**src/rtl/rpn_display_if.sv**
```systemverilog
// Request/status handshake between the calculator datapath and the display back end.
interface rpn_display_if;
  logic       start;
  logic [7:0] value;
  logic       signed_mode;
  logic       err;
  logic       busy;
  logic       done;

  modport master (output start, value, signed_mode, err, input  busy, done);
  modport slave  (input  start, value, signed_mode, err, output busy, done);
endinterface

```
**src/rtl/rpn_display.sv**
```systemverilog
// Display back end: serial double-dabble of an 8-bit stack top onto six active-low 7-seg digits.
// States: S_IDLE wait for start | S_CONVERT one shift/add-3 per cycle | S_UPDATE load HEX registers
module rpn_display (
  input  logic         CLOCK_50,
  input  logic         RESET_N,
  rpn_display_if.slave bus,
  output logic [6:0]   HEX0,
  output logic [6:0]   HEX1,
  output logic [6:0]   HEX2,
  output logic [6:0]   HEX3,
  output logic [6:0]   HEX4,
  output logic [6:0]   HEX5
);
  localparam logic [6:0] G_OFF   = 7'b1111111;
  localparam logic [6:0] G_ZERO  = 7'b1000000;
  localparam logic [6:0] G_MINUS = 7'b0111111;
  localparam logic [6:0] G_E     = 7'b0000110;
  localparam logic [6:0] G_R     = 7'b0101111;
  localparam logic [6:0] G_O     = 7'b0100011;

  typedef enum logic [1:0] {S_IDLE, S_CONVERT, S_UPDATE} state_t;

  state_t           state_q, state_d;
  logic [2:0]       cnt_q, cnt_d;
  logic [11:0]      bcd_q, bcd_d, bcd_adj;
  logic [7:0]       mag_q, mag_d;
  logic             neg_q, neg_d, err_q, err_d;
  logic             busy_q, busy_d, done_q, done_d;
  logic [5:0][6:0]  hex_q, hex_d;
  logic [19:0]      shifted;
  logic             neg_in;

  function automatic logic [6:0] seg7(input logic [3:0] d);
    case (d)
      4'd0:    seg7 = 7'b1000000;
      4'd1:    seg7 = 7'b1111001;
      4'd2:    seg7 = 7'b0100100;
      4'd3:    seg7 = 7'b0110000;
      4'd4:    seg7 = 7'b0011001;
      4'd5:    seg7 = 7'b0010010;
      4'd6:    seg7 = 7'b0000010;
      4'd7:    seg7 = 7'b1111000;
      4'd8:    seg7 = 7'b0000000;
      4'd9:    seg7 = 7'b0011000;
      default: seg7 = G_OFF;
    endcase
  endfunction

  always_ff @(posedge CLOCK_50 or negedge RESET_N) begin
    if (!RESET_N) begin
      state_q <= S_IDLE;
      cnt_q   <= '0;
      bcd_q   <= '0;
      mag_q   <= '0;
      neg_q   <= 1'b0;
      err_q   <= 1'b0;
      busy_q  <= 1'b0;
      done_q  <= 1'b0;
      hex_q   <= {G_OFF, G_OFF, G_OFF, G_OFF, G_OFF, G_ZERO};
    end else begin
      state_q <= state_d;
      cnt_q   <= cnt_d;
      bcd_q   <= bcd_d;
      mag_q   <= mag_d;
      neg_q   <= neg_d;
      err_q   <= err_d;
      busy_q  <= busy_d;
      done_q  <= done_d;
      hex_q   <= hex_d;
    end
  end

  always_comb begin
    state_d = state_q;
    case (state_q)
      S_IDLE:    if (bus.start) state_d = bus.err ? S_UPDATE : S_CONVERT;
      S_CONVERT: if (cnt_q == 3'd7) state_d = S_UPDATE;
      S_UPDATE:  state_d = S_IDLE;
      default:   state_d = S_IDLE;
    endcase
  end

  always_comb begin
    cnt_d   = cnt_q;
    bcd_d   = bcd_q;
    mag_d   = mag_q;
    neg_d   = neg_q;
    err_d   = err_q;
    hex_d   = hex_q;
    neg_in  = bus.signed_mode & bus.value[7];
    bcd_adj = bcd_q;
    shifted = '0;
    case (state_q)
      S_IDLE: if (bus.start) begin
        err_d = bus.err;
        neg_d = neg_in;
        mag_d = neg_in ? (~bus.value + 8'd1) : bus.value;
        bcd_d = '0;
        cnt_d = '0;
      end
      S_CONVERT: begin
        for (int i = 0; i < 3; i++)
          if (bcd_q[i*4 +: 4] >= 4'd5) bcd_adj[i*4 +: 4] = bcd_q[i*4 +: 4] + 4'd3;
        shifted = {bcd_adj, mag_q} << 1;
        bcd_d   = shifted[19:8];
        mag_d   = shifted[7:0];
        cnt_d   = cnt_q + 3'd1;
      end
      S_UPDATE: begin
        if (err_q) begin
          hex_d = {G_OFF, G_E, G_R, G_R, G_O, G_R};
        end else begin
          hex_d[0] = seg7(bcd_q[3:0]);
          hex_d[1] = (bcd_q[11:4] == 8'd0) ? G_OFF : seg7(bcd_q[7:4]);
          hex_d[2] = (bcd_q[11:8] == 4'd0) ? G_OFF : seg7(bcd_q[11:8]);
          hex_d[3] = neg_q ? G_MINUS : G_OFF;
          hex_d[4] = G_OFF;
          hex_d[5] = G_OFF;
        end
      end
      default: ;
    endcase
    busy_d = (state_d != S_IDLE);
    done_d = (state_q == S_UPDATE);
  end

  assign bus.busy = busy_q;
  assign bus.done = done_q;
  assign HEX0 = hex_q[0];
  assign HEX1 = hex_q[1];
  assign HEX2 = hex_q[2];
  assign HEX3 = hex_q[3];
  assign HEX4 = hex_q[4];
  assign HEX5 = hex_q[5];
endmodule
```
**src/flat_wrapper.sv**
```systemverilog
// flat-port wrapper written by rule: the top's interface ports become plain ports
module rpn_display_flat 
  (CLOCK_50, RESET_N, HEX0, HEX1, HEX2, HEX3, HEX4, HEX5, bus_start, bus_value, bus_signed_mode, bus_err, bus_busy, bus_done);
  rpn_display_if bus_i ();
  input  logic CLOCK_50;
  input  logic RESET_N;
  output logic [6:0] HEX0;
  output logic [6:0] HEX1;
  output logic [6:0] HEX2;
  output logic [6:0] HEX3;
  output logic [6:0] HEX4;
  output logic [6:0] HEX5;
  input wire logic [$bits(bus_i.start)-1:0] bus_start;
  input wire logic [$bits(bus_i.value)-1:0] bus_value;
  input wire logic [$bits(bus_i.signed_mode)-1:0] bus_signed_mode;
  input wire logic [$bits(bus_i.err)-1:0] bus_err;
  output wire logic [$bits(bus_i.busy)-1:0] bus_busy;
  output wire logic [$bits(bus_i.done)-1:0] bus_done;
  assign bus_i.start = bus_start;
  assign bus_i.value = bus_value;
  assign bus_i.signed_mode = bus_signed_mode;
  assign bus_i.err = bus_err;
  assign bus_busy = bus_i.busy;
  assign bus_done = bus_i.done;
  rpn_display u_core (.CLOCK_50(CLOCK_50), .RESET_N(RESET_N), .bus(bus_i), .HEX0(HEX0), .HEX1(HEX1), .HEX2(HEX2), .HEX3(HEX3), .HEX4(HEX4), .HEX5(HEX5));
endmodule
```
**config.mk**
```make
export PLATFORM = sky130hd
export DESIGN_NAME = rpn_display_flat
export DESIGN_NICKNAME = d
export VERILOG_FILES = /design/src/rtl/rpn_display_if.sv /design/src/rtl/rpn_display.sv /design/src/flat_wrapper.sv
export SDC_FILE = /design/constraint.sdc
export NUM_CORES = 1
export LEC_CHECK = 0
export ABC_AREA = 1
export CAP_MARGIN = 15
export CORE_UTILIZATION = 48
export CTS_BUF_LIST = sky130_fd_sc_hd__clkbuf_8 sky130_fd_sc_hd__clkbuf_16
export DETAILED_ROUTE_END_ITERATION = 12
export PLACE_DENSITY_LB_ADDON = 0.12
export SYNTH_ARGS = -nofsm -noshare
export SYNTH_HDL_FRONTEND = slang
export SYNTH_SLANG_ARGS = --single-unit
```
**constraint.sdc**
```tcl
create_clock -name CLOCK_50 -period 1.41 [get_ports CLOCK_50]
set_input_delay 0.141 -clock CLOCK_50 [delete_from_list [all_inputs] [get_ports CLOCK_50]]
set_output_delay 0.141 -clock CLOCK_50 [all_outputs]
set_load 0.02 [all_outputs]
```
# Yosys cells after proc, flatten, opt, wreduce, memory -nomap -nowiden
# Memories as Yosys holds them, arrays and structs flattened.
# Cells that the tools add are included.
# classes
n_addsub	5
mul	0
div_mod_pow	0
order_cmp	3
eq_ne	4
shifts	0
mux	18
bitwise	2
reduce_logical	7
# op_table
cell	count
$mux 35	1
$pmux 12 s2	1
$mux 7	3
$mux 8	2
$pmux 8 s2	1
$ge 4x3->1 const B	3
$mux 12	1
$add 4x2->4 const B	2
$add 8x1->8 const B	1
$logic_not 8->1	1
$mux 4	2
$not 8->8	1
$mux 2	3
$mux 3	2
$pmux 3 s2	1
$logic_not 4->1	1
$pmux 2 s2	1
$reduce_and 2->1	2
$reduce_bool 2->1	2
$add 3x1->3 const B	1
$add 3x2->3 const B	1
$eq 3x3->1 const B	1
$eq 2x1->1 const B	1
$eq 2x2->1 const B	1
3 further kinds	3
# word_totals
reg_bits	71
latch_bits	0
ram_bits	0
mem_bits_ro	336
in_bits	13
out_inout_bits	44
elab_cells	56
mem_count	3
# memory_table
memory	depth	word_bits	rd	rd_ports_with_merged_regs	wr	line_no	source
(name not given)	16	7	1	0	0	rpn_display.sv:34	case (d)
(name not given)	16	7	1	0	0	rpn_display.sv:34	
(name not given)	16	7	1	0	0	rpn_display.sv:34	

# Longest topological paths before layout
# Gate-level depths: netlist of run 1.
# logic_depth
ltp_word	5
mapped_depth	10
ltp_nobuf	10

# Least setup slack after synthesis of run 1
# OpenSTA, ideal clock, no wires.
# synth_timing
path_kind	reg2reg
startpoint	register u_core.bcd_q[4]
endpoint	register u_core.hex_q, in the netlist u_core.HEX1[4]
setup_time_ns	0.060
arrival_time_ns	1.354
required_ns	1.350
path_slack_ns	-0.004
stages_incl_launch_ff	8
n_path_buf	0
synth_period_minus_slack_ns	1.414
path_cell_list	dfrtp_1 > inv_1 > ha_1 > ha_1 > or2_2 > nand3_1 > nand2_1 > nand2_1
# synth_via
elab_chain_cells	3
elab_cells_between_ends	4
classes_between	2 x mux; 1 x reduce/logical; 1 x memory
# synth_rtl
element	line_no	source
start: declaration	rpn_display.sv:25	logic [11:0] bcd_q, bcd_d, bcd_adj;
start signal: assignment	rpn_display.sv:53	bcd_q <= '0;
start signal: assignment	rpn_display.sv:63	bcd_q <= bcd_d;
$mem_v2 16x7 or $logic_not 8->1 (tied branches)	--	
$mux 7 (*)	rpn_display.sv:114	hex_d[1] = (bcd_q[11:4] == 8'd0) ? G_OFF : seg7(bcd_q[7:4]);
$mux 35 (*)	rpn_display.sv:110	if (err_q) begin
end signal: assignment	rpn_display.sv:59	hex_q <= {G_OFF, G_OFF, G_OFF, G_OFF, G_OFF, G_ZERO};
end: declaration	rpn_display.sv:29	logic [5:0][6:0] hex_q, hex_d;
# Mark *: on every way between the ends. The rest lies on a longest branch, timed or not.
# A chain may end at the register's enable or synchronous reset.

# Worst setup path in the final report of run 1
# layout_timing
startpoint	register u_core.busy_q (netlist: u_core.bus.busy)
endpoint	output port bus_busy
# layout_lines
element	line_no	source
start: declaration	rpn_display.sv:28	logic busy_q, busy_d, done_q, done_d;
start signal: assignment	rpn_display.sv:67	busy_q <= busy_d;
end: declaration	flat_wrapper.sv:17	output wire logic [$bits(bus_i.busy)-1:0] bus_busy;
# No word-level cell between the ends.

==> impl_metrics.csv, run 1 <==
group,metric,value,unit
run_status,status,"finished clean",
clocking,cts_tree,"built",
timing,rsz0062_at_grt,"yes",
place,dp_hpwl,4790,um
routing,drcViolationCount,0,
clocking,clock_latency,300,ps
floorplan,die_h,83.0,um
clocking,cts-root-buf,"clkbuf_8",
logic_synthesis,avgSynthCellArea,7.56,um^2
clocking,numCtsBuffers,5,
critical_path,start_kind,"flip-flop",
hold_path,hold_path_class,"input port to async pin",
routing,vias_per_cell,4.94,
critical_path,crit_path_end_kind,"output port",
critical_path,regToRegEndpoint,"u_core.bcd_q[4]",
cells_and_area,multi_input_area,0.00156,mm^2
floorplan,core,0.00635,mm^2
floorplan,num_rows,29,
cells_and_area,fin_nets,516,
floorplan,io_pins,57,
logic_synthesis,netlist_instances,417,
critical_path,slowest_stage,"clkdlybuf4s50_1",
logic_synthesis,netlist.area_leader.share,27.8,%
global_routing,grt_first_pass_wirelength,11200,um
global_routing,antenna_found_initial,0,
critical_path,crit_buf_inv,1,
clocking,cts_sinks,52,
routing,ant_nets,0,
pwr,ir_drop,1.01,mV
pwr,p_total,8.47,mW
place,gp_congestion,0.876,
run,drv_cap,0,
logic_synthesis,post-synth-top-area-cell,"dfrtp_1",
critical_path,critPathKind,"flip-flop to output port",
critical_path,worstReg2RegStart,"u_core.bcd_q[0]",
critical_path,worstPathRequired,1270,ps
cells_and_area,fillCellCount,599,
critical_path,path_max_fanout,1,
global_routing,grt_pass1_vias,2523,
timing,hold_viol,0,
logic_synthesis,syn-cell-area,0.00315,mm^2
routing,num_vias,2767,
global_routing,grt_max_degree,53,
floorplan,initial_core_util,49.6,%
clocking,clock_path_buffers,2,
critical_path,reg2reg_depth,6,
logic_synthesis,yosysWarnings,0,
cells_and_area,fin_util,61.4,%
logic_synthesis,synth_cell_types,30,
floorplan,dieArea,0.00689,mm^2
routing,drt-initial-drc-count,139,
routing,first_pass_iters,4,
cells_and_area,layout-drive-gt1-share,18.8,%
logic_synthesis,ys_ff_latch,52,
critical_path,cp_top_family,"buffers and inverters",
critical_path,cp_cell_sequence,"clkdlybuf4s50_1",
critical_path,crit_start,"u_core.bus.busy",
timing,setup_violations,0,
floorplan,die_x,83.0,um
critical_path,reg2reg_slack,70,ps
timing,fmax,735,MHz
timing,layout_min_cycle_time,1360,ps
cells_and_area,antenna_cells,0,
routing,drt_wl_total,6390,um
timing,post-route-period-util,96.6,%
logic_synthesis,synthTopCellsByArea,"dfrtp_1 (28%), nand2_1 (15%), dfstp_2 (14%)",
place,portBuffers,42,
timing,skew,8.66,ps
critical_path,max_stage_delay,590,ps
cells_and_area,syn_to_final_growth,23.7,%
clocking,htreeDepth,2,
pwr,powerDensity,2170,mW/mm^2
pwr,p_leak,2.04,nW
global_routing,grt_util_all_layers,19.7,%
routing,avgRoutedWirePerCell,11.4,um
global_routing,grt_overflow,0,
cells_and_area,regArea,0.00132,mm^2
timing,maxSlewViolCount,0,
clocking,clk_pin_slew_worst_paths,90,ps
critical_path,arrival,1220,ps
logic_synthesis,ys_seq_area_share,42.0,%
## worst max-delay path by stage
stage / end / slack, ps / cells after the start
after global routing: u_core.HEX0[4] / -40 / 7
after CTS: HEX0[2] / 3 / 1
after global placement: u_core.mag_q[6] / 30 / 9
after floorplan: u_core.HEX1[4] / 4 / 7
after detailed placement: u_core.mag_q[6] / 7 / 9
final: bus_busy / 50 / 1
## final cells by class
cell class	instances	area share (%)
clock buffer	7	2.47
clock inverter	1	0.0963
inverter	42	4.21
multi-input combinational	305	40.0
sequential	52	33.9
tap	77	2.47
timing repair buffer	76	16.8
## metal layers
metal  GRT usage, %  vias up  part of all wire [%]
met5              0        -                     0
met4           7.99        0                   1.9
met3           3.08        8                   4.1
met2           31.4       71                    46
met1           26.9     1255                    48
li1               -     1433                     -
## flip-flops by register name, summed over array words and instances, names as in the netlist, 2 cells and up
name            cells
u_core.bcd_q       12
u_core.mag_q        8
u_core.HEX0         7
u_core.HEX1         7
u_core.HEX2         7
u_core.cnt_q        3
u_core.state_q      2
## what timing repair did
item / 4_1_cts / 5_1_grt
endpoints found under the setup margin: 27 / 27
hold buffers: 1 / 0
gates resized for setup: 27 / 27
endpoints found under the hold margin: 35 / 0
pin swaps: 0 / 5
buffers inserted: 0 / 3
## cells in the mapped netlist, drive strengths merged
master,instances
or2,5
buf,30
o21ai,31
dfstp,17
nand3,38
clkbuf,1
conb,1
nor2,42
a21boi,1
nor3,2
a31oi,1
o22ai,5
ha,21
o211ai,1
a21oi,11
nand2,130
inv,42
o21a,1
dfrtp,35
nand4,2
## metrics by stage
| step | setup WS, ps | TNS (ps) | hold slack (ps) | instance area (um^2) | std cells |
|---|---|---|---|---|---|
| 2_1_floorplan | 4.11 | 0 | -155 | 3200 | 430 |
| 3_3_place_gp | 30.7 | 0 | 157 | 3740 | 548 |
| 3_5_place_dp | 6.81 | 0 | 158 | 3740 | 548 |
| 4_1_cts | 2.82 | 0 | 367 | 3820 | 557 |
| 5_1_grt | -37.5 | -149 | 395 | 3900 | 560 |
| 6_report | 48.6 | 0 | 372 | 3900 | 560 |
## layout by cell type (no fill, tap or decap), types with 2 or more instances in the layout
cell type	n
conb_1	14
dlygate4sd2_1	26
o21ai_0	22
clkdlybuf4s50_1	13
nand4_1	2
or2_2	4
nor2_4	2
nand3_1	37
ha_1	16
inv_1	33
o22ai_1	5
dfrtp_1	35
a21oi_1	9
nand2_4	2
o21ai_1	9
ha_2	4
nand2_2	5
nor3_1	2
nor2_2	2
inv_2	8
clkbuf_8	7
dfstp_2	17
buf_4	32
a21oi_2	2
nand2_1	123
nor2_1	38
## cells by family (layout without fill, tap and decap cells)
group	after synthesis	in the layout	share of synthesized area, %
AOI/OAI and AO/OA	51	51	8.58
DFF	52	52	42.0
buffers and inverters	73	126	11.7
other	1	14	0.119
adders and majority gates	21	21	8.34
and+or+nand+nor	219	219	29.3
## power by group
part / switching [mW] / total [mW] / internal [mW]
registers: 0.405 / 2.71 / 2.31
clock network: 0.462 / 0.903 / 0.441
logic: 2.88 / 4.85 / 1.97
## tightest hold or removal path: stages
cell and delay (ps):
dlygate4sd3_1 530, buf_2 120, buf_12 250
(Power assumes the default switching activity.)
==> inputs of run 2 (changes only) <==
MAX_ROUTING_LAYER = met4   (was not set)
==> run 2 against run 1 <==
Compared with the run above:
- clock-buffer cell count down 2
- setup slack better by 2.7 ps
- power decreased by 0.85%
- critical endpoint is now HEX4[4]
- critical path depth unchanged
- die area did not move
- maximum frequency rose by 0.20%
- combinational power barely moved
- core utilization decreased by 0.099 points
==> impl_metrics.csv, run 2 (synthesis gave the netlist of run 1 again) <==
group,metric,value,unit
pwr,p_leak,2.03,nW
clocking,htreeDepth,2,
cells_and_area,layout_commonest_cell,"nand2_1",
run,drv_cap,0,
floorplan,io_pins,57,
cells_and_area,fin_util,61.3,%
place,placed_area,0.00375,mm^2
global_routing,grt_util_met3,3.58,%
run_status,status,"finished clean",
floorplan,core,0.00635,mm^2
timing,layout_min_cycle_time,1360,ps
place,dp_hpwl,4940,um
critical_path,path_max_fanout,7,
floorplan,die_x,83.0,um
routing,ant_nets,0,
critical_path,start_kind,"flip-flop",
cells_and_area,stdcell_area,0.00389,mm^2
cells_and_area,syn_to_final_growth,23.5,%
critical_path,cp_cell_sequence,"dlygate4sd2_1",
timing,post-route-period-util,96.4,%
cells_and_area,largestRegisters,"u_core.bcd_q (12), u_core.mag_q (8)",
pwr,powerDensity,2160,mW/mm^2
floorplan,num_rows,29,
global_routing,grt_use_met2,35.1,%
routing,drt-initial-drc-count,182,
global_routing,grt_util_all_layers,20.7,%
cells_and_area,final_cell_mix,"nand2_1 (123), nand3_1 (37), nor2_1 (37), dfrtp_1 (35), inv_1 (31)",
routing,first_pass_iters,4,
clocking,cts_tree,"built",
pwr,ir_drop,1.16,mV
clocking,cts-root-buf,"clkbuf_8",
clocking,cts_sinks,52,
timing,maxSlewViolCount,0,
clocking,clock_path_buffers,2,
clocking,clk_pin_slew_worst_paths,90,ps
routing,drcViolationCount,0,
global_routing,grt_pass1_vias,2580,
global_routing,grt_overflow,0,
cells_and_area,layout-drive-gt1-share,19.3,%
floorplan,dieArea,0.00689,mm^2
critical_path,slowest_stage,"dfstp_2",
place,gp_congestion,0.879,
global_routing,grt_first_pass_wirelength,11400,um
critical_path,critPathKind,"flip-flop to output port",
timing,hold_viol,0,
cells_and_area,antenna_cells,0,
cells_and_area,fin_nets,515,
critical_path,crit_buf_inv,1,
routing,avgRoutedWirePerCell,11.7,um
critical_path,cp_top_family,"flip-flops",
floorplan,die_h,83.0,um
place,portBuffers,42,
cells_and_area,regMostFlops,"u_core.bcd_q",
global_routing,grt_max_degree,53,
global_routing,antenna_found_initial,0,
timing,setup_violations,0,
timing,rsz0062_at_grt,"yes",
critical_path,max_stage_delay,580,ps
routing,vias_per_cell,4.86,
timing,skew,9.61,ps
routing,drt_wl_total,6560,um
clocking,clock_latency,300,ps
timing,fmax,736,MHz
routing,num_vias,2718,
critical_path,arrival,1220,ps
critical_path,worstPathRequired,1270,ps
hold_path,hold_path_class,"input port to async pin",
floorplan,initial_core_util,49.6,%
clocking,numCtsBuffers,5,
global_routing,use_met1,26.1,%
cells_and_area,largest_reg_flops,12,
critical_path,crit_path_end_kind,"output port",
global_routing,gr-max-usage-layer,"met2",
[run 2: cell types whose count changed in the layout (fill, tap and decap cells not counted), sizes merged]
| cell | before | now |
|---|---|---|
| clkdlybuf4s50 | 13 | 12 |
| dlygate4sd2 | 26 | 25 |
| inv | 42 | 44 |
| clkinv | 0 | 1 |
| buf | 34 | 33 |
| clkinvlp | 1 | 0 |
| clkdlybuf4s15 | 1 | 3 |
| clkbuf | 7 | 5 |
[run 2: cell type report]
class | instances | area (um^2)
Clock buffer | 5 | 68.8
Clock inverter | 3 | 12.5
Fill cell | 587 | 2460
Inverter | 42 | 160
Multi-Input combinational cell | 305 | 1580
Sequential cell | 52 | 1320
Tap cell | 77 | 96.3
Timing Repair Buffer | 75 | 653
[run 2: path summary, 6_finish.rpt]
kind                                  from           endpoint  cells past startpoint  slack (ps)
setup reg to reg           u_core.bcd_q[4]     u_core.HEX1[0]                      9          60
min in group CLOCK_50              bus_err  u_core.state_q[0]                      2         440
hold reg to reg             u_core.HEX1[2]     u_core.HEX1[2]                      2         470
setup / recovery            u_core.HEX4[5]            HEX4[4]                      1          50
hold / removal                     RESET_N    u_core.bus.busy                      3         360
max in group asynchronous          RESET_N     u_core.HEX3[6]                      3         770
[run 2: through the flow]
stage / hold WS [ps] / worst slack, ps / power, mW / std cells / TNS (ps)
final: 361 / 51.3 / 8.40 / 559 / 0
after global routing: 393 / -25.7 / 9.21 / 559 / -145
after CTS: 367 / 4.86 / 8.20 / 558 / 0
after detailed placement: 159 / -17.5 / 7.65 / 549 / -17.5
after global placement: 154 / 36.6 / 7.54 / 549 / 0
after floorplan: -155 / 4.11 / 5.90 / 430 / 0
[run 2: metal layers]
layer / vias to the layer above / wire length, um
met5: - / 0
met4: 0 / 62
met3: 6 / 232
met2: 69 / 3150
met1: 1231 / 3120
li1: 1412 / -
[run 2: report_power, final]
part | internal [mW] | switching, mW | leakage, nW
clock | 0.335 | 0.464 | 0.0505
combinational | 1.97 | 2.90 | 1.36
sequential | 2.31 | 0.421 | 0.615
[run 2: what timing repair did]
item,CTS,global route
buffers inserted,0,1
endpoints found under the hold margin,35,0
endpoints found under the setup margin,28,26
resized for setup,28,38
hold buffers,1,0
pin swaps,0,10
==> inputs of run 3 (changes only) <==
CORE_UTILIZATION = 52   (was 48)
DONT_BUFFER_PORTS = 1   (was not set)
==> run 3 against run 2 <==
Compared with the run above:
- critical path depth increased by 6
- maximum frequency increased by 1.8%
- clock power up 8.4%
- combinational power shrank 19%
- global-route usage grew 1.7 points
==> impl_metrics.csv, run 3 (synthesis gave the netlist of run 1 again) <==
group,metric,value,unit
timing,fmax,749,MHz
run_status,status,"finished clean",
timing,fin_setup_tns,0,ps
timing,layout_min_cycle_time,1330,ps
pwr,powerDensity,2270,mW/mm^2
clocking,clock_path_buffers,2,
floorplan,initial_core_util,55.5,%
clocking,cts-root-buf,"clkbuf_8",
routing,drt-initial-drc-count,126,
place,gp_congestion,0.858,
clocking,clock_latency,300,ps
cells_and_area,antenna_cells,0,
floorplan,die_x,79.8,um
cells_and_area,final_cell_mix,"nand2_1 (124), nor2_1 (37), nand3_1 (36), dfrtp_1 (35), inv_1 (31)",
routing,first_pass_iters,4,
clocking,htreeDepth,2,
global_routing,grt_pass1_vias,2418,
timing,hold_viol,0,
routing,vias_per_cell,5.05,
timing,maxSlewViolCount,0,
clocking,cts_sinks,52,
critical_path,crit_path_end_kind,"flip-flop",
critical_path,reg2reg_depth,7,
cells_and_area,largestRegisters,"u_core.bcd_q (12), u_core.mag_q (8)",
cells_and_area,regMostFlops,"u_core.bcd_q",
pwr,p_total,8.01,mW
timing,setup_violations,0,
routing,num_vias,2585,
critical_path,cp_cell_sequence,"buf_4, buf_4, ha_1, nand2_1, o21ai_1, a21oi_1, o21ai_1",
hold_path,hold-path-endpoint,"u_core.mag_q[7]",
run,drv_cap,0,
hold_path,hold_path_class,"input port to flip-flop",
routing,drt_wl_total,6260,um
cells_and_area,layout_commonest_cell,"nand2_1",
pwr,p_leak,1.83,nW
global_routing,grt_util_all_layers,22.4,%
floorplan,num_rows,27,
clocking,numCtsBuffers,5,
clocking,cts_tree,"built",
global_routing,antenna_found_initial,0,
floorplan,die_h,79.8,um
critical_path,crit_buf_inv,2,
routing,drcViolationCount,0,
timing,holdWs,24.9,ps
critical_path,path_max_fanout,4,
hold_path,min_from,"bus_signed_mode",
place,dp_hpwl,4640,um
critical_path,worstPathRequired,1650,ps
pwr,ir_drop,1.29,mV
timing,post-route-period-util,94.6,%
global_routing,grt_first_pass_wirelength,10800,um
cells_and_area,largest_reg_flops,12,
critical_path,worstReg2RegStart,"u_core.bcd_q[0]",
critical_path,cp_top_family,"flip-flops",
critical_path,start_kind,"flip-flop",
critical_path,regToRegEndpoint,"u_core.HEX0[6]",
critical_path,max_stage_delay,410,ps
floorplan,core,0.00568,mm^2
global_routing,grt_max_degree,53,
global_routing,grt_overflow,0,
place,portBuffers,0,
clocking,clk_pin_slew_worst_paths,90,ps
critical_path,critPathKind,"flip-flop to flip-flop",
cells_and_area,fin_nets,473,
cells_and_area,fillCellCount,506,
critical_path,slowest_stage,"dfrtp_1",
critical_path,arrival,1580,ps
cells_and_area,syn_to_final_growth,12.0,%
routing,avgRoutedWirePerCell,12.2,um
cells_and_area,layout-drive-gt1-share,20.2,%
critical_path,reg2reg_slack,80,ps
floorplan,io_pins,57,
timing,skew,6.46,ps
routing,ant_nets,0,
floorplan,dieArea,0.00637,mm^2
hold_path,hold_depth,3,
run 3: layout make-up:
class,count,area [um^2],share of cell area [%]
clock buffer,6,82.6,2.34
clock inverter,2,10.0,0.284
inverter,42,164,4.65
multi-input combinational,305,1570,44.4
sequential,52,1320,37.5
tap,72,90.1,2.55
timing repair buffer,33,292,8.26
run 3: report_power, final:
part | switching (mW) | internal (mW) | total (mW)
clock | 0.474 | 0.392 | 0.866
sequential | 0.862 | 2.33 | 3.19
combinational | 2.35 | 1.60 | 3.95
run 3: routing by layer:
metal	vias to the layer above	wire [um]	track usage, %
met5	-	0	-
met3	6	312	5.26
li1	1331	-	-
met4	0	65	6.07
met1	1188	3090	29.2
met2	60	2790	35.1
run 3: what timing repair did:
action / 4_1_cts / 5_1_grt
gates resized for setup: 1 / 28
hold buffers: 4 / 0
pin swaps: 0 / 5
buffers inserted: 0 / 2
setup endpoints to repair: 1 / 20
endpoints found under the hold margin: 56 / 0
run 3: tightest hold or removal path: cells and delay by family:
kind             cells  cell delay (ps)
AND/OR/NAND/NOR      2              110
AO/OA/AOI/OAI        1               50
run 3: how the worst max path moves through the flow:
stage / startpoint / to / slack [ps] / depth (start not counted)
2_1_floorplan: u_core.bcd_q[5] / u_core.HEX1[4] / 4 / 7
3_3_place_gp: u_core.bcd_q[4] / u_core.HEX1[4] / 60 / 7
3_5_place_dp: u_core.bcd_q[9] / u_core.HEX2[4] / 30 / 7
4_1_cts: u_core.bcd_q[8] / u_core.HEX2[4] / 10 / 7
5_1_grt: u_core.bcd_q[4] / u_core.HEX1[5] / -10 / 9
6_report: u_core.bcd_q[0] / u_core.HEX0[6] / 80 / 7
run 3: through the flow:
step	cell area (um^2)	util, %	setup WS [ps]	instances
2_1_floorplan	3200	-	4.11	430
3_3_place_gp	3300	58.1	55.6	498
3_5_place_dp	3300	58.1	30.1	498
4_1_cts	3450	60.7	9.75	510
5_1_grt	3530	62.2	-13.2	512
6_report	3530	62.2	75.5	512
